==> src/rtl/line_clear_pkg.sv <==
// line_clear shared definitions: board geometry and
// clearing FSM state encodings.
package line_clear_pkg;

    localparam int BOARD_WIDTH_BLK  = 10;
    localparam int BOARD_HEIGHT_BLK = 20;
    localparam int ROW_IDX_W        = $clog2(BOARD_HEIGHT_BLK);
    localparam int TOPOUT_ROWS_DEF  = 2;

    typedef enum logic [1:0] {
        LC_IDLE = 2'd0,
        LC_SCAN = 2'd1,
        LC_DONE = 2'd2
    } lc_state_t;

endpackage

==> src/rtl/line_clear_row_full.sv <==
// Selects one row of the board by index and reports
// whether every cell in it is occupied.
module line_clear_row_full #(
    parameter int W  = 10,
    parameter int H  = 20,
    parameter int RW = $clog2(H)
) (
    input  logic [W*H-1:0] board,
    input  logic [RW-1:0]  row_idx,
    output logic           full
);

    logic [W-1:0] row;

    // mux out the addressed row and AND-reduce it
    always_comb begin
        row  = board[row_idx*W +: W];
        full = &row;
    end

endmodule

==> src/rtl/line_clear.sv <==
// Registered stacked-block board: latches a committed board,
// removes full rows bottom-up, tracks totals and top-out.
module line_clear
    import line_clear_pkg::*;
#(
    parameter int BOARD_WIDTH  = BOARD_WIDTH_BLK,
    parameter int BOARD_HEIGHT = BOARD_HEIGHT_BLK,
    parameter int TOPOUT_ROWS  = TOPOUT_ROWS_DEF
) (
    input  logic                              clk,
    input  logic                              rst,
    input  logic                              commit,
    input  logic [BOARD_WIDTH*BOARD_HEIGHT-1:0] board_in,
    input  logic                              new_game,
    output logic [BOARD_WIDTH*BOARD_HEIGHT-1:0] board_out,
    output logic                              busy,
    output logic                              done,
    output logic [2:0]                        lines_cleared,
    output logic [15:0]                       lines_total,
    output logic                              game_over
);

    localparam int W  = BOARD_WIDTH;
    localparam int H  = BOARD_HEIGHT;
    localparam int RW = $clog2(H);

    lc_state_t        state_q;
    lc_state_t        state_d;
    logic [RW-1:0]    row_idx;
    logic [2:0]       count;
    logic             full;
    logic [W*H-1:0]   shifted;
    logic [16:0]      total_sum;
    logic             top_hit;

    line_clear_row_full #(
        .W  (W),
        .H  (H),
        .RW (RW)
    ) u_row_full (
        .board   (board_out),
        .row_idx (row_idx),
        .full    (full)
    );

    // rows at or above the scanned row drop by one; row 0 refills empty
    for (genvar r = 0; r < H; r++) begin : g_shift
        if (r == 0) begin : g_top
            assign shifted[0 +: W] = '0;
        end else begin : g_body
            assign shifted[r*W +: W] = (RW'(r) <= row_idx)
                ? board_out[(r-1)*W +: W]
                : board_out[r*W +: W];
        end
    end

    assign total_sum = {1'b0, lines_total} + 17'(count);
    assign top_hit   = |board_out[TOPOUT_ROWS*W-1:0];
    assign busy      = (state_q != LC_IDLE);
    assign done      = (state_q == LC_DONE);

    // state register
    always_ff @(posedge clk or posedge rst) begin
        if (rst) begin
            state_q <= LC_IDLE;
        end else begin
            state_q <= state_d;
        end
    end

    // next-state selection; new_game overrides everything
    always_comb begin
        state_d = state_q;
        unique case (state_q)
            LC_IDLE: if (commit) state_d = LC_SCAN;
            LC_SCAN: if (!full && row_idx == '0) state_d = LC_DONE;
            LC_DONE: state_d = LC_IDLE;
            default: state_d = LC_IDLE;
        endcase
        if (new_game) state_d = LC_IDLE;
    end

    // board, scan pointer, counters and sticky top-out flag
    always_ff @(posedge clk or posedge rst) begin
        if (rst) begin
            board_out     <= '0;
            row_idx       <= '0;
            count         <= '0;
            lines_cleared <= '0;
            lines_total   <= '0;
            game_over     <= 1'b0;
        end else if (new_game) begin
            board_out   <= '0;
            row_idx     <= '0;
            count       <= '0;
            lines_total <= '0;
            game_over   <= 1'b0;
        end else begin
            unique case (state_q)
                LC_IDLE: begin
                    if (commit) begin
                        board_out <= board_in;
                        row_idx   <= RW'(H-1);
                        count     <= '0;
                    end
                end
                LC_SCAN: begin
                    if (full) begin
                        board_out <= shifted;
                        count     <= count + 3'd1;
                    end else if (row_idx != '0) begin
                        row_idx <= row_idx - RW'(1);
                    end else begin
                        lines_cleared <= count;
                        lines_total   <= total_sum[16] ? 16'hFFFF
                                                       : total_sum[15:0];
                        game_over     <= game_over | top_hit;
                    end
                end
                default: ;
            endcase
        end
    end

endmodule

==> config.mk <==
export PLATFORM = sky130hd
export DESIGN_NAME = line_clear
export DESIGN_NICKNAME = d
export VERILOG_FILES = /design/src/rtl/line_clear_pkg.sv /design/src/rtl/line_clear_row_full.sv /design/src/rtl/line_clear.sv
export SDC_FILE = /design/constraint.sdc
export NUM_CORES = 1
export LEC_CHECK = 0
export ABC_AREA = 1
export CORE_AREA = 3 3 177 179
export CTS_BUF_LIST = sky130_fd_sc_hd__clkbuf_8
export DETAILED_ROUTE_END_ITERATION = 10
export DIE_AREA = 0 0 180 182
export PLACE_DENSITY_LB_ADDON = 0.08
export SETUP_SLACK_MARGIN = 0.4
export SYNTH_ARGS = -nofsm -noshare
export SYNTH_HDL_FRONTEND = slang
export SYNTH_SLANG_ARGS = --single-unit
==> constraint.sdc <==
create_clock -name clk -period 9.2 [get_ports clk]
set_input_delay 1.38 -clock clk [delete_from_list [all_inputs] [get_ports clk]]
set_output_delay 1.38 -clock clk [all_outputs]
set_load 0.005 [all_outputs]
* Word-level counts from Yosys, hierarchy flattened
Cells that the tools add are included.
** Word-level totals
- Logic and storage cells :: 161
- Output and inout port bits :: 222
- Input port bits :: 204
- Register bits after elaboration :: 230
** Cells by class
- Equal/unequal tests :: 28
- Shifts and indexed selects :: 1
- Magnitude comparators :: 19
- Bitwise operators :: 4
- Mux-type cells :: 45
- $add $sub $neg :: 3
- Multipliers :: 1
- Reductions and logical operators :: 34
** Operators by type and width (count)
- 200-bit two-way mux :: 3
- 200-bit case mux with 2 select lines :: 1
- 200-bit by 10-bit indexed part select with 10-bit output :: 1
- 10-bit two-way mux :: 19
- 4-bit AND reduction :: 21
- 16-bit two-way mux :: 5
- 3-bit != test (second input constant) :: 24
- 4-bit by 5-bit <= comparator with 1-bit output (first input constant) :: 8
- 3-bit by 5-bit <= comparator with 1-bit output (first input constant) :: 4
- 5-bit <= comparator (first input constant) :: 4
- 5-bit two-way mux :: 4
- 20-bit OR reduction :: 1
- 16-bit by 3-bit adder with 17-bit output :: 1
- 2-bit by 5-bit <= comparator with 1-bit output (first input constant) :: 2
- 5-bit case mux with 2 select lines :: 1
- 10-bit AND reduction :: 1
- 3-bit two-way mux :: 3
- 5-bit by 3-bit multiplier with 8-bit output (second input constant) :: 1
- 2-bit two-way mux :: 3
- 3-bit case mux with 2 select lines :: 1
- 3-bit AND reduction :: 2
- 1-bit by 5-bit <= comparator with 1-bit output (first input constant) :: 1
- 5-bit zero test :: 1
- 5-bit nonzero test :: 1
- other kinds (15) :: 22

* Longest topological paths before layout
- Depth after elaboration :: 8
- Depth in mapped cells :: 18
- Mapped depth without buffers :: 15

* By module
From an unflattened synthesis, not the netlist that was laid out.
** Unflattened totals
- Cell total of the unflattened synthesis :: 1623
- Area total of the unflattened synthesis :: 12562.0 um^2
** Modules (own cells, without submodules)
- line_clear :: cells each 1389, area an instance 11472.3 um^2, times used 1, seq. area each 5755.5 um^2
- line_clear_row_full :: cells each 234, area an instance 1089.8 um^2, times used 1, seq. area each 0.0 um^2

* Worst setup path before layout
No wires, ideal clock.
- Path type :: input -> register
- Start point :: input new_game
- End point :: register board_out[110]
- Data arrival time :: 2.942 ns
- Cell stages on the path :: 9
- Required time :: 9.134 ns
- Buffers on the path :: 4
- Path slack :: 6.192 ns
- Library setup time :: 0.066 ns
- Path through :: clkbuf_1 > or3_1 > nand2_1 > inv_1 > buf_2 > buf_2 > clkbuf_1 > nand4_1 > nand2_1
** On the way
- Word-level cells in the longest chain between the ends :: 2
- Elaborated cells between the ends (all ways) :: 6
- Classes of those cells :: 3 x eq/ne; 1 x mux; 2 x reduce/logical
** Ends and longest elaborated chain
- start: declaration :: RTL line line_clear.sv:14 : input logic new_game,
- 3-bit != test (no line) / 3-bit nonzero test (equally long branches)
- 4-bit AND reduction (no line)
- end signal: assignment :: RTL line line_clear.sv:102 : board_out <= board_in;
- end signal: assignment :: RTL line line_clear.sv:109 : board_out <= shifted;
- end: declaration :: RTL line line_clear.sv:15 : output logic [BOARD_WIDTH*BOARD_HEIGHT-1:0] board_out,
Several ways; a longest one is shown, not always the timed one.
A chain may end at the register's enable or synchronous reset.

* Final worst setup path
- Start point :: register row_idx[0]
- End point :: register board_out[183]
** On the way
- Word-level cells in the longest chain between the ends :: 5
- Elaborated cells between the ends (all ways) :: 7
- Classes of those cells :: 1 x mul; 1 x order compare; 2 x eq/ne; 1 x shift; 2 x reduce/logical
** Ends and longest elaborated chain
- start: declaration :: RTL line line_clear.sv:29 : logic [RW-1:0] row_idx;
- start signal: assignment :: RTL line line_clear.sv:103 : row_idx <= RW'(H-1);
- start signal: assignment :: RTL line line_clear.sv:112 : row_idx <= row_idx - RW'(1);
- 5-bit by 3-bit multiplier with 8-bit output :: RTL line line_clear_row_full.sv:17 : row = board[row_idx*W +: W];
- 200-bit by 10-bit indexed part select with 10-bit output :: RTL line line_clear_row_full.sv:17
- 10-bit AND reduction :: RTL line line_clear_row_full.sv:18 : full = &row;
- 3-bit != test (no line)
- 4-bit AND reduction (no line) *
Every way passes the cells marked *; elsewhere a longest branch is shown, timed or not.

==> impl_metrics.env <==
export IMPL_cp_max_fo=142
export IMPL_nNetsFinal=2717
export IMPL_wl_per_cell_microns=22.8
export IMPL_dp_slack_ns=4.31
export IMPL_fin_skew_ns=0.0267
export IMPL_total_power_mw=5.13
export IMPL_cp_arrival_ns=5.60
export IMPL_tightestPinTransition_ns=1.37
export IMPL_cp_data_required_time_ns=9.65
export IMPL_grt_max_degree=143
export IMPL_hold_path_end="lines_cleared[2]"
export IMPL_place_area_sq_mm=0.0191
export IMPL_grt_first_pass_wirelength_microns=100000
export IMPL_cts_tree="yes"
export IMPL_cp_end_kind="flip-flop"
export IMPL_setup_viol=0
export IMPL_diodes=0
export IMPL_synthMostInstantiatedCell="nand2_1"
export IMPL_die_area_sq_mm=0.0328
export IMPL_cts_root_buf="clkbuf_8"
export IMPL_hp_class="reg -> reg"
export IMPL_yosys_warnings=0
export IMPL_ys_types=37
export IMPL_final_cell_count_no_fill=2924
export IMPL_hp_start="lines_cleared[2]"
export IMPL_powerDensity_mw_per_mm2=257
export IMPL_die_h_microns=182
export IMPL_slew_violations=0
export IMPL_cap_viol_max_count=0
export IMPL_ys_flop_type="dfrtp_1"
export IMPL_clock_tree_buffer_depth=3
export IMPL_cpPeakStageDelay_ns=0.82
export IMPL_hpwl_microns=49000
export IMPL_r2r_end="board_out[183]"
export IMPL_hold_path_depth=2
export IMPL_clk_latency_ns=0.57
export IMPL_max_freq_mhz=194
export IMPL_start_kind="flip-flop"
export IMPL_grt_util_all_layers_pct=39.0
export IMPL_dpl_cell_count=2849
export IMPL_timing_final_ws_setup_ns=4.04
export IMPL_drc_errors=0
export IMPL_fillers=2597
export IMPL_clock_sinks=230
export IMPL_ir_worst_vdd_mv=0.136
export IMPL_synth_nets=2385
export IMPL_crit_chain="inv_2 -> buf_4 -> nand2_1 -> nand3_1 -> nand4_1 -> nand2_1 -> nand3_1 -> nand3_1 -> nor2_1 -> nand2_1 -> nand2_4 -> buf_12 -> nand3_4 -> nand2_1 -> nand2_1"
export IMPL_h_tree_depth=2
export IMPL_gp_congestion=1.01
export IMPL_antenna_found_initial=0
export IMPL_power_leakage_nw=9.59
export IMPL_status="completed"
export IMPL_cts_resized=0
export IMPL_drtPass1Iterations=6
export IMPL_cp_slowest_cell="dfrtp_4"
export IMPL_final_util_pct=67.2
export IMPL_grt_pass1_vias=16600
export IMPL_synth_seq_cells=230
export IMPL_routed_via_density=6.07
export IMPL_synth_top_area_cell="dfrtp_1"
export IMPL_finalSetupTns_ns=0
export IMPL_vias=17800
export IMPL_postRouteAntennaNets=0
export IMPL_ys_async_sr_fraction_pct=100
export IMPL_drive_gt1_share_pct=4.70
export IMPL_path_clk_slew_ns=0.06
export IMPL_avgSynthCellArea_sq_um=6.83
export IMPL_row_count=63
export IMPL_io_pins=426
export IMPL_rr_worst_depth=15
export IMPL_final_hold_viol_count=0
export IMPL_initialDrtViolationCount=2752
export IMPL_holdBufCountCts=0
export IMPL_cts_setup_buffers=0
export IMPL_synth_cells=2171
export IMPL_final_area_sq_mm=0.0200
export IMPL_period_minus_slack_ns=5.16
export IMPL_slew_headroom_pct=8.28
export IMPL_area_delta_synth_final_pct=34.8
export IMPL_crit_type="reg -> reg"
export IMPL_wirelength_microns=66800
export IMPL_start_util_pct=49.9
export IMPL_synth_area_leaders="dfrtp_1 (39%), nand2_1 (23%), nand4_1 (8.9%)"
export IMPL_reg2reg_slack_ns=4.04
export IMPL_rsz0062_at_grt="false"
export IMPL_yosysSeqAreaShare_pct=38.8
export IMPL_numCtsBuffers=42
export IMPL_fin_crit_sh_pct=56.0
export IMPL_io_buffers=425
export IMPL_gr_total_overflow=0
export IMPL_whs_ns=0.475
export IMPL_synthTopCellsByCount="nand2_1 (894), dfrtp_1 (230), nand4_1 (210)"
export IMPL_mappedNetlistArea_sq_mm=0.0148
export IMPL_synth_edff_count=0
export IMPL_core_area_sq_mm=0.0297
export IMPL_synth_top_area_share_pct=38.8
export IMPL_dieWidth_microns=180
export IMPL_cp_common_cell="nand2_1"
export IMPL_rr_startpoint="row_idx[0]"
[per-layer routing]
| layer | vias to the layer above | track usage (%) | share of wire (%) |
|---|---|---|---|
| met3 | 228 | 8.61 | 13 |
| met5 | - | 0 | 0 |
| met4 | 0 | 17.7 | 5.4 |
| met1 | 8188 | 52.9 | 38 |
| met2 | 1461 | 59.8 | 44 |
| li1 | 7882 | - | - |
[where the power goes]
part	internal, mW	switching, mW	total [mW]	leakage (nW)
Combinational	0.948	1.42	2.37	6.03
Clock	0.614	0.465	1.08	0.517
Sequential	1.29	0.397	1.68	3.04
[sequential cells by signal, summed over array words and instances, names as in the netlist]
register,flops
count,3
state_q,2
game_over,1
lines_total,16
lines_cleared,3
row_idx,5
board_out,200
[area by class of cell]
| class | count | area (sq um) | share of cell area, % |
|---|---|---|---|
| Timing Repair Buffer | 442 | 4390 | 22.0 |
| Clock buffer | 58 | 798 | 3.99 |
| Inverter | 198 | 757 | 3.79 |
| Multi-Input combinational cell | 1589 | 7660 | 38.3 |
| Sequential cell | 230 | 5760 | 28.8 |
| Clock inverter | 17 | 123 | 0.614 |
| Tap cell | 390 | 488 | 2.44 |
[critical path: cells and delay by family (launching register included)]
family	cells	cell delay, ns
DFF	1	0.82
buffers and inverters	3	1.51
and+or+nand+nor	12	2.52
[how the worst max path moves through the flow]
stage / startpoint / endpoint / slack, ns / cells past startpoint
4_1_cts: row_idx[0] / board_out[172] / 4.31 / 15
5_1_grt: row_idx[0] / board_out[0] / 3.81 / 12
2_1_floorplan: rst / board_out[0] / 1.52 / 1
3_5_place_dp: row_idx[0] / board_out[183] / 4.31 / 15
6_report: row_idx[0] / board_out[183] / 4.04 / 15
3_3_place_gp: row_idx[0] / board_out[184] / 4.33 / 14
[cell usage in the layout, fill, tap and decap left out, types with 28 or more instances in the layout]
| cell | synthesis | routed |
|---|---|---|
| nand4_1 | 210 | 210 |
| clkbuf_8 | 0 | 58 |
| nand3_1 | 106 | 106 |
| nand2_1 | 894 | 893 |
| clkdlybuf4s50_1 | 0 | 425 |
| inv_1 | 193 | 202 |
| nor2_1 | 37 | 35 |
| a22o_1 | 34 | 34 |
| o21ai_0 | 202 | 202 |
| o211ai_1 | 28 | 28 |
| dfrtp_1 | 230 | 229 |
[logic make-up (layout without fill, tap and decap cells)]
kind of cell	count (synthesis)	after routing	share of synthesized area, %
AOI/OAI and AO/OA	290	290	11.4
xor gates and xnor gates	2	2	0.118
adders and majority gates	10	10	0.895
buffers and inverters	352	715	9.68
DFF	230	230	38.8
and+or+nand+nor	1287	1287	39.1
(Power assumes the default switching activity.)
